`config.mk`:
```
export PLATFORM = sky130hd
export DESIGN_NAME = reg_writeback_flat
export DESIGN_NICKNAME = d
export VERILOG_FILES = /design/src/rtl/reg_writeback_if.sv /design/src/rtl/reg_writeback.sv /design/src/flat_wrapper.sv
export SDC_FILE = /design/constraint.sdc
export NUM_CORES = 1
export LEC_CHECK = 0
export ABC_CLOCK_PERIOD_IN_PS = 3500
export CORE_MARGIN = 5
export CORE_UTILIZATION = 31
export DETAILED_ROUTE_END_ITERATION = 16
export PLACE_DENSITY = 0.53
export SLEW_MARGIN = 20
export SYNTH_ARGS = -nofsm -noshare
export SYNTH_HDL_FRONTEND = slang
export SYNTH_SLANG_ARGS = --single-unit
```
`constraint.sdc`:
```
create_clock -name clk -period 3.5 [get_ports clk]
set_input_delay 0.525 -clock clk [delete_from_list [all_inputs] [get_ports clk]]
set_output_delay 0.525 -clock clk [all_outputs]
set_load 0.03 [all_outputs]
```
`src/rtl/reg_writeback_if.sv`:
```
// rtl/reg_writeback_if.sv - result handshake and register-bank write bus for reg_writeback
interface reg_writeback_if #(
  parameter int DATA_W   = 16,
  parameter int NUM_REGS = 16,
  parameter int ADDR_W   = $clog2(NUM_REGS)
);
  logic                in_valid;
  logic                in_ready;
  logic [DATA_W-1:0]   in_data;
  logic [ADDR_W-1:0]   in_addr;
  logic                in_wr_en;
  logic                hold;
  logic                flush;
  logic [DATA_W-1:0]   ALUBus;
  logic [NUM_REGS-1:0] regEnable;
  logic                fwd_valid;
  logic [ADDR_W-1:0]   fwd_addr;
  logic [DATA_W-1:0]   fwd_data;
  logic                busy;
  logic [15:0]         wb_count;

  // Producer / observer side
  modport master (
    output in_valid, in_data, in_addr, in_wr_en, hold, flush,
    input  in_ready, ALUBus, regEnable, fwd_valid, fwd_addr, fwd_data, busy, wb_count
  );

  // Write-back block side
  modport slave (
    input  in_valid, in_data, in_addr, in_wr_en, hold, flush,
    output in_ready, ALUBus, regEnable, fwd_valid, fwd_addr, fwd_data, busy, wb_count
  );
endinterface

```
`src/rtl/reg_writeback.sv`:
```
// rtl/reg_writeback.sv - 2-entry write-back FIFO driving a register bank; optional R0_ZERO_EN keeps r0 unwritten
module reg_writeback #(
  parameter int DATA_W   = 16,
  parameter int NUM_REGS = 16
) (
  input  logic          clk,
  input  logic          reset,
  reg_writeback_if.slave wb
);
  localparam int ADDR_W = $clog2(NUM_REGS);

  typedef enum logic [1:0] {EMPTY = 2'd0, ONE = 2'd1, FULL = 2'd2} state_t;

  state_t                state_q, state_d;
  logic [DATA_W-1:0]     data0_q, data0_d, data1_q, data1_d;
  logic [ADDR_W-1:0]     addr0_q, addr0_d, addr1_q, addr1_d;
  logic [DATA_W-1:0]     alubus_q, alubus_d;
  logic [NUM_REGS-1:0]   regen_q, regen_d;
  logic                  fwd_valid_q, fwd_valid_d;
  logic [ADDR_W-1:0]     fwd_addr_q, fwd_addr_d;
  logic [DATA_W-1:0]     fwd_data_q, fwd_data_d;
  logic [15:0]           cnt_q, cnt_d;

  logic in_ready;
  logic addr_ok;
  logic accept;
  logic pop;

  // Ready comes only from the registered occupancy so producers see no loop through in_valid/hold
  assign in_ready = (state_q != FULL);

`ifdef R0_ZERO_EN
  assign addr_ok = (wb.in_addr != '0);
`else
  assign addr_ok = 1'b1;
`endif

  // A transfer with in_wr_en=0 (or to a suppressed r0) completes the handshake but is not stored
  assign accept = wb.in_valid && in_ready && wb.in_wr_en && addr_ok && !wb.flush;
  assign pop    = (state_q != EMPTY) && !wb.hold && !wb.flush;

  // Next occupancy, FIFO contents and issue outputs; flush overrides push, pop and hold
  always_comb begin
    state_d     = state_q;
    data0_d     = data0_q;
    addr0_d     = addr0_q;
    data1_d     = data1_q;
    addr1_d     = addr1_q;
    regen_d     = '0;
    alubus_d    = alubus_q;
    fwd_valid_d = fwd_valid_q;
    fwd_addr_d  = fwd_addr_q;
    fwd_data_d  = fwd_data_q;
    cnt_d       = cnt_q;

    if (pop) begin
      regen_d[addr0_q] = 1'b1;
      alubus_d         = data0_q;
      fwd_valid_d      = 1'b1;
      fwd_addr_d       = addr0_q;
      fwd_data_d       = data0_q;
      cnt_d            = cnt_q + 16'd1;
    end

    if (wb.flush) begin
      state_d = EMPTY;
    end else begin
      case (state_q)
        EMPTY: begin
          if (accept) begin
            state_d = ONE;
            data0_d = wb.in_data;
            addr0_d = wb.in_addr;
          end
        end
        ONE: begin
          if (accept && pop) begin
            data0_d = wb.in_data;
            addr0_d = wb.in_addr;
          end else if (accept) begin
            state_d = FULL;
            data1_d = wb.in_data;
            addr1_d = wb.in_addr;
          end else if (pop) begin
            state_d = EMPTY;
          end
        end
        FULL: begin
          if (pop) begin
            state_d = ONE;
            data0_d = data1_q;
            addr0_d = addr1_q;
          end
        end
        default: state_d = EMPTY;
      endcase
    end
  end

  // State and output registers; reset wins over everything and discards pending entries
  always_ff @(posedge clk) begin
    if (reset) begin
      state_q     <= EMPTY;
      data0_q     <= '0;
      addr0_q     <= '0;
      data1_q     <= '0;
      addr1_q     <= '0;
      alubus_q    <= '0;
      regen_q     <= '0;
      fwd_valid_q <= 1'b0;
      fwd_addr_q  <= '0;
      fwd_data_q  <= '0;
      cnt_q       <= '0;
    end else begin
      state_q     <= state_d;
      data0_q     <= data0_d;
      addr0_q     <= addr0_d;
      data1_q     <= data1_d;
      addr1_q     <= addr1_d;
      alubus_q    <= alubus_d;
      regen_q     <= regen_d;
      fwd_valid_q <= fwd_valid_d;
      fwd_addr_q  <= fwd_addr_d;
      fwd_data_q  <= fwd_data_d;
      cnt_q       <= cnt_d;
    end
  end

  assign wb.in_ready  = in_ready;
  assign wb.ALUBus    = alubus_q;
  assign wb.regEnable = regen_q;
  assign wb.fwd_valid = fwd_valid_q;
  assign wb.fwd_addr  = fwd_addr_q;
  assign wb.fwd_data  = fwd_data_q;
  assign wb.busy      = (state_q != EMPTY);
  assign wb.wb_count  = cnt_q;
endmodule

```
`src/flat_wrapper.sv`:
```
// flat-port wrapper written by rule: the top's interface ports become plain ports
module reg_writeback_flat 
#(
  parameter int DATA_W   = 16,
  parameter int NUM_REGS = 16
)
  (clk, reset, wb_in_valid, wb_in_data, wb_in_addr, wb_in_wr_en, wb_hold, wb_flush, wb_in_ready, wb_ALUBus, wb_regEnable, wb_fwd_valid, wb_fwd_addr, wb_fwd_data, wb_busy, wb_wb_count);
  reg_writeback_if #(.DATA_W(DATA_W), .NUM_REGS(NUM_REGS)) wb_i ();
  input  logic clk;
  input  logic reset;
  input wire logic [$bits(wb_i.in_valid)-1:0] wb_in_valid;
  input wire logic [$bits(wb_i.in_data)-1:0] wb_in_data;
  input wire logic [$bits(wb_i.in_addr)-1:0] wb_in_addr;
  input wire logic [$bits(wb_i.in_wr_en)-1:0] wb_in_wr_en;
  input wire logic [$bits(wb_i.hold)-1:0] wb_hold;
  input wire logic [$bits(wb_i.flush)-1:0] wb_flush;
  output wire logic [$bits(wb_i.in_ready)-1:0] wb_in_ready;
  output wire logic [$bits(wb_i.ALUBus)-1:0] wb_ALUBus;
  output wire logic [$bits(wb_i.regEnable)-1:0] wb_regEnable;
  output wire logic [$bits(wb_i.fwd_valid)-1:0] wb_fwd_valid;
  output wire logic [$bits(wb_i.fwd_addr)-1:0] wb_fwd_addr;
  output wire logic [$bits(wb_i.fwd_data)-1:0] wb_fwd_data;
  output wire logic [$bits(wb_i.busy)-1:0] wb_busy;
  output wire logic [$bits(wb_i.wb_count)-1:0] wb_wb_count;
  assign wb_i.in_valid = wb_in_valid;
  assign wb_i.in_data = wb_in_data;
  assign wb_i.in_addr = wb_in_addr;
  assign wb_i.in_wr_en = wb_in_wr_en;
  assign wb_i.hold = wb_hold;
  assign wb_i.flush = wb_flush;
  assign wb_in_ready = wb_i.in_ready;
  assign wb_ALUBus = wb_i.ALUBus;
  assign wb_regEnable = wb_i.regEnable;
  assign wb_fwd_valid = wb_i.fwd_valid;
  assign wb_fwd_addr = wb_i.fwd_addr;
  assign wb_fwd_data = wb_i.fwd_data;
  assign wb_busy = wb_i.busy;
  assign wb_wb_count = wb_i.wb_count;
  reg_writeback #(.DATA_W(DATA_W), .NUM_REGS(NUM_REGS)) u_core (.clk(clk), .reset(reset), .wb(wb_i));
endmodule
```
==> results_dict.tcl, run 1 <==
set metrics [dict create \
    run_status "completed" \
    io_buffer_count 96 \
    critPathKind "reg -> out" \
    grt_pass1_wl_mm 15.4 \
    final_max_slew_viol_count 0 \
    rsz_0062_raised_after_global_routing "false" \
    antenna_cells 0 \
    maxCapViolations 0 \
    setup-tns-final_ns 0 \
    hold_ws_ns 0.454 \
    transition_time_of_the_tightest_slew_check_pin_ns 0.641 \
    routed-via-count 3145 \
    drive_gt1_share_pct 6.15 \
    cts.sinks 95 \
    finalClockSkew_ns 0.00833 \
    postCtsSetupBuffers 0 \
    pwr-share-seq_pct 50.8 \
    clock_tree_from_tritoncts "done" \
    cts.root.buffer_cell "clkbuf_16" \
    hold_start "u_core.data1_q[11]$_SDFFE_PP0P_" \
    worstSkewPairLatency_ns 0.34 \
    synthDominantAreaCellType "dfxtp_1" \
    worst_slew_margin_rel_pct 57.3 \
    core_area_sq_um 11900 \
    max-vdd-ir-drop_mv 0.184 \
    hold_depth 2 \
    worst_hold_path_type "reg -> reg" \
    synth_enable_flop_cells 0 \
    worst_setup_path_startpoint "u_core.state_q[0]$_SDFFE_PP0P_" \
    r2r_slack_ns 1.62 \
    core.rowCount 40 \
    setup.worst_path.end_class "output port" \
    synth_top_cells_by_area "dfxtp_1 51%, a21oi_1 9.3%, nand2_1 9.2%" \
    yosys_warnings 0 \
    dieHeight_microns 120 \
    detail_route.drc_violations 0 \
    required_time_at_the_endpoint_of_the_critical_path_ns 2.97 \
    synthDistinctLibCells 35 \
    synth_seq_area_share_pct 50.8 \
    grt_overflow_total 0 \
    synth_top_cell_area_share_pct 50.8 \
    wl_per_cell_microns 14.2 \
    postSynthRegisterBits 95 \
    pwr-share-comb_pct 5.7 \
    crit-reg2reg-launch "u_core.state_q[1]$_SDFFE_PP0P_" \
    postSynth.topFlopCell "dfxtp_1" \
    die_width_microns 120 \
    timing.fmax_ghz 0.404 \
    hold_viol_final 0 \
    finalNetCount 526 \
    largest_net_degree_at_the_start_of_global_routing 60 \
    leakage_nw 1.75 \
    routed_via_density 4.83 \
    cts_max_path_buffers 2 \
    pin_count 97 \
    number_of_antenna_violations_at_the_first_check_in_global_routing 0 \
    cellInternalPower_mw 1.66 \
    totalWireLength_mm 9.25 \
    grt_util_all_layers_pct 13.2 \
    number_of_standard_cells_after_synthesis 432 \
    iteration_count_of_the_initial_detailed_routing_pass 4 \
    power.clock.fraction_pct 43.6 \
    cts_hold_buffers 0 \
    critical_path_maximum_fanout 21 \
    first_global_vias 3000 \
    gp_congestion 0.721 \
    cp_data_arrival_time_ns 1.95 \
    clk_pin_slew_ns 0.07 \
    fp.dieArea_sq_um 14400 \
    power_density_nw_per_um2 436 \
    fin_cells 651 \
    synthMostInstantiatedCell "dfxtp_1" \
    initial_core_util_pct 31.5 \
    syn-mean-instance-area_sq_um 8.67 \
    cts-buffers-inserted 9 \
    post_cts_resize_count 0 \
    place.detailed.instances 635 \
    dp_wirelength_mm 6.55 \
    post_synth_most_frequent_cells "95 x dfxtp_1, 92 x nand2_1, 70 x a21oi_1" \
    ys_async_sr_fraction_pct 0 \
    switchingPower_uw 518 \
    layout_min_cycle_time_ns 2.48 \
    min_period_over_period_pct 70.8 \
    drt.antenna.violating_nets 0 \
    cts_htree_levels 3 \
    postSynthNetCount 459 \
    areaGrowthSynthToFinish_pct 33.4 \
    netlist_area_sq_um 3750 \
    dr.first_iter.drc_count 222 \
    ff2ff_path_depth 4 \
    setup_viol 0 \
    critical_path.startpoint_type "flop" \
    sw_frac_of_total_pct 23.8 \
]
==> routing by layer <==
layer	routed length, microns	vias up	track usage [%]
li1	-	1624	-
met3	569	9	3.68
met4	108	0	4.51
met1	4630	1427	18.6
met2	3940	85	19.3
met5	0	-	0
==> logic make-up (layout without fill, tap and decap cells) <==
group                    Yosys count  after routing  synth area share, %
AND/OR/NAND/NOR                  155            155                 18.6
multiplexers                      22             22                 5.91
AO/OA/AOI/OAI                    102            102                 16.2
adder cells (fa/ha/maj)            1              1                0.334
XOR/XNOR                           6              6                 1.40
buffers and inverters             51            123                 6.81
flip-flops                        95             95                 50.8
==> layout make-up <==
| cell class | count | area, sq um |
|---|---|---|
| Timing Repair Buffer | 103 | 1010 |
| Inverter | 4 | 15.0 |
| Clock buffer | 10 | 239 |
| Sequential cell | 95 | 1900 |
| Clock inverter | 6 | 52.6 |
| Fill cell | 1193 | 6910 |
| Multi-Input combinational cell | 286 | 1600 |
| Tap cell | 147 | 184 |
==> cells in the final DEF (no fill, tap or decap), types with 2 or more instances in the layout <==
master	instances
clkdlybuf4s50_1	95
dfxtp_1	95
nand2_1	92
a21oi_1	70
nor2_1	22
mux2i_1	21
a311oi_1	20
clkbuf_16	9
buf_4	7
nand3_1	5
or3_1	5
nor3_1	5
o21ai_0	5
nand2b_1	4
inv_1	4
xor2_1	4
o31ai_1	4
or4_1	4
nand4_1	3
xnor2_1	2
nor4_1	2
nand4b_1	2
and4_1	2
inv_8	2
==> critical path: stages (launching register included) <==
cell	delay (ns)
dfxtp_1	0.40
nand2b_1	0.14
buf_4	0.33
clkdlybuf4s50_1	0.75
==> sequential cells by signal, indices dropped and copies added, names as in the netlist <==
register             flops
u_core.data0_q          16
u_core.data1_q          16
u_core.wb.ALUBus        16
u_core.wb.regEnable     16
u_core.wb.wb_count      16
u_core.addr0_q           4
u_core.addr1_q           4
u_core.wb.fwd_addr       4
u_core.state_q           2
u_core.wb.fwd_valid      1
==> path summary, 6_finish.rpt <==
check                                                           end
worst min-delay path                u_core.data1_q[11]$_SDFFE_PP0P_
worst max register to register  u_core.wb.wb_count[13]$_SDFFE_PP0N_
worst max-delay path                                    wb_in_ready
worst min register to register      u_core.data1_q[11]$_SDFFE_PP0P_
==> power by group through the flow <==
stage          logic, mW  registers [mW]  clock network (mW)
5_1_grt            0.135            1.11                1.03
2_1_floorplan     0.0681            1.13                   0
4_1_cts            0.124            1.11               0.981
6_report           0.124            1.11               0.950
3_3_place_gp       0.122            1.13                   0
3_5_place_dp       0.124            1.13                   0
==> stage by stage <==
step                      power [mW]  util (%)  instance area (sq um)  setup slack, ns
after CTS                       2.21      42.0                   5000            0.999
after detailed placement        1.26      39.5                   4710            0.855
after global routing            2.27      42.0                   5000            0.905
final                           2.18      42.0                   5000             1.02
after global placement          1.25      39.5                   4710            0.912
after floorplan                 1.20         -                   3750             1.56
Note: power is estimated with default switching activity, not from simulation.
==> run 2, diff against run 1 <==
- ABC_CLOCK_PERIOD_IN_PS: 3500 -> 2400
- clock period: 3.5 -> 2.4 ns (I/O delays scaled with it)
==> results_dict.tcl, run 2 (synthesis results as in run 1) <==
set metrics [dict create \
    first_global_vias 2980 \
    post_cts_resize_count 0 \
    grt_util_all_layers_pct 13.0 \
    areaGrowthSynthToFinish_pct 35.3 \
    place.detailed.instances 641 \
    pwr-share-seq_pct 50.3 \
    critPathMaxStageDelay_ns 0.70 \
    transition_time_of_the_tightest_slew_check_pin_ns 0.705 \
    critPathKind "reg -> out" \
    required_time_at_the_endpoint_of_the_critical_path_ns 2.04 \
    antenna_cells 0 \
    run_status "completed" \
    met3_length_microns 519 \
    grt_pass1_wl_mm 15.1 \
    number_of_antenna_violations_at_the_first_check_in_global_routing 0 \
    hold_viol_final 0 \
    routed_via_density 4.78 \
    power_density_nw_per_um2 633 \
    final_max_slew_viol_count 0 \
    min_period_over_period_pct 88.1 \
    setup.worst_path.end_class "output port" \
    finalClockSkew_ns 0.00356 \
    setup_viol 0 \
    wl_per_cell_microns 14.5 \
    gp_congestion 0.731 \
    cts.root.buffer_cell "clkbuf_16" \
    pin_count 97 \
    initial_core_util_pct 31.5 \
    die_width_microns 120 \
    crit_buf_inv 2 \
    critical_path.startpoint_type "flop" \
    cp_data_arrival_time_ns 1.75 \
    fin_cells 657 \
    cpLargestDelayFamily "buffers and inverters" \
    dr.first_iter.drc_count 215 \
    cts-buffers-inserted 9 \
    post-place-ws_ns 0.0613 \
    crit_chain "nor2_1, inv_1, clkdlybuf4s50_1" \
    postLayoutCoreUtil_pct 42.6 \
    pwr-share-comb_pct 5.8 \
    clk_pin_slew_ns 0.06 \
    critical_path.slowest_cell "clkdlybuf4s50_1" \
    rsz_0062_raised_after_global_routing "false" \
    totalWireLength_mm 9.56 \
    grt_overflow_total 0 \
    critical_path_maximum_fanout 7 \
    hold_ws_ns 0.452 \
    power.clock.fraction_pct 43.9 \
    worstSkewPairLatency_ns 0.33 \
    cts_max_path_buffers 2 \
    routed-via-count 3143 \
    core_area_sq_um 11900 \
    cellInternalPower_mw 2.49 \
    topRoutingLayerUsed "met4" \
    largest_net_degree_at_the_start_of_global_routing 49 \
    finalNetCount 532 \
    io_buffer_count 96 \
    sw_frac_of_total_pct 22.5 \
    drive_gt1_share_pct 7.45 \
    r2r_slack_ns 0.44 \
    cts_hold_buffers 0 \
    iteration_count_of_the_initial_detailed_routing_pass 4 \
    cts.sinks 95 \
    layout_min_cycle_time_ns 2.11 \
    timing.fmax_ghz 0.473 \
    setup_slack_ns 0.286 \
    dieHeight_microns 120 \
    postCtsSetupBuffers 0 \
    fp.dieArea_sq_um 14400 \
    worst_hold_path_type "reg -> reg" \
    leading_cell_type_in_the_layout_fill_and_taps_excluded "dfxtp_1" \
    m1WireLength_mm 4.81 \
    layout.cells.most_common_list "95 x dfxtp_1, 94 x clkdlybuf4s50_1, 92 x nand2_1, 70 x a21oi_1, 22 x nor2_1" \
    core.rowCount 40 \
    detail_route.drc_violations 0 \
    worst_slew_margin_rel_pct 52.6 \
    final.fill_count 1224 \
    setup-tns-final_ns 0 \
    wl_met2_mm 4.10 \
    clock_tree_from_tritoncts "done" \
    leakage_nw 1.79 \
    dp_wirelength_mm 6.83 \
    switchingPower_uw 722 \
    drt.antenna.violating_nets 0 \
    maxCapViolations 0 \
    cts_htree_levels 3 \
    max-vdd-ir-drop_mv 0.261 \
]
==> run 2: metal layers <==
metal  track usage, %  vias to the layer above
li1                 -                     1632
met1             17.9                     1425
met2             19.4                       77
met3             3.44                        9
met4             4.80                        0
met5                0                        -
==> run 2: power by group through the flow <==
stage | Clock, mW | Combinational [mW] | Sequential, mW
final | 1.41 | 0.187 | 1.62
after detailed placement | 0 | 0.188 | 1.65
after floorplan | 0 | 0.0994 | 1.65
after global placement | 0 | 0.186 | 1.65
after CTS | 1.45 | 0.188 | 1.61
after global routing | 1.50 | 0.204 | 1.62
==> run 2: path summary, 6_finish.rpt <==
path,start,endpoint,depth (start not counted)
worst min-delay path,u_core.data1_q[3]$_SDFFE_PP0P_,u_core.data1_q[3]$_SDFFE_PP0P_,2
worst max-delay path,u_core.state_q[1]$_SDFFE_PP0P_,wb_busy,3
worst max register to register,u_core.state_q[1]$_SDFFE_PP0P_,u_core.wb.wb_count[15]$_SDFFE_PP0N_,5
worst min register to register,u_core.data1_q[3]$_SDFFE_PP0P_,u_core.data1_q[3]$_SDFFE_PP0P_,2
==> run 2: area by class of cell <==
cell class	count	area, sq um	share of cell area (%)
tap	147	184	3.63
timing repair buffer	109	1080	21.2
clock buffer	9	225	4.44
inverter	4	15.0	0.296
clock inverter	7	70.1	1.38
multi-input combinational	286	1600	31.5
sequential	95	1900	37.5
==> run 2: through the flow <==
| step | area [sq um] | total power [mW] |
|---|---|---|
| 2_1_floorplan | 3750 | 1.75 |
| 3_3_place_gp | 4780 | 1.84 |
| 3_5_place_dp | 4780 | 1.84 |
| 4_1_cts | 5070 | 3.26 |
| 5_1_grt | 5070 | 3.32 |
| 6_report | 5070 | 3.21 |
==> run 2: worst min-delay path: stages (launching register included) <==
cell and delay (ns):
dfxtp_1 0.31, nand2_1 0.05, a21oi_1 0.05
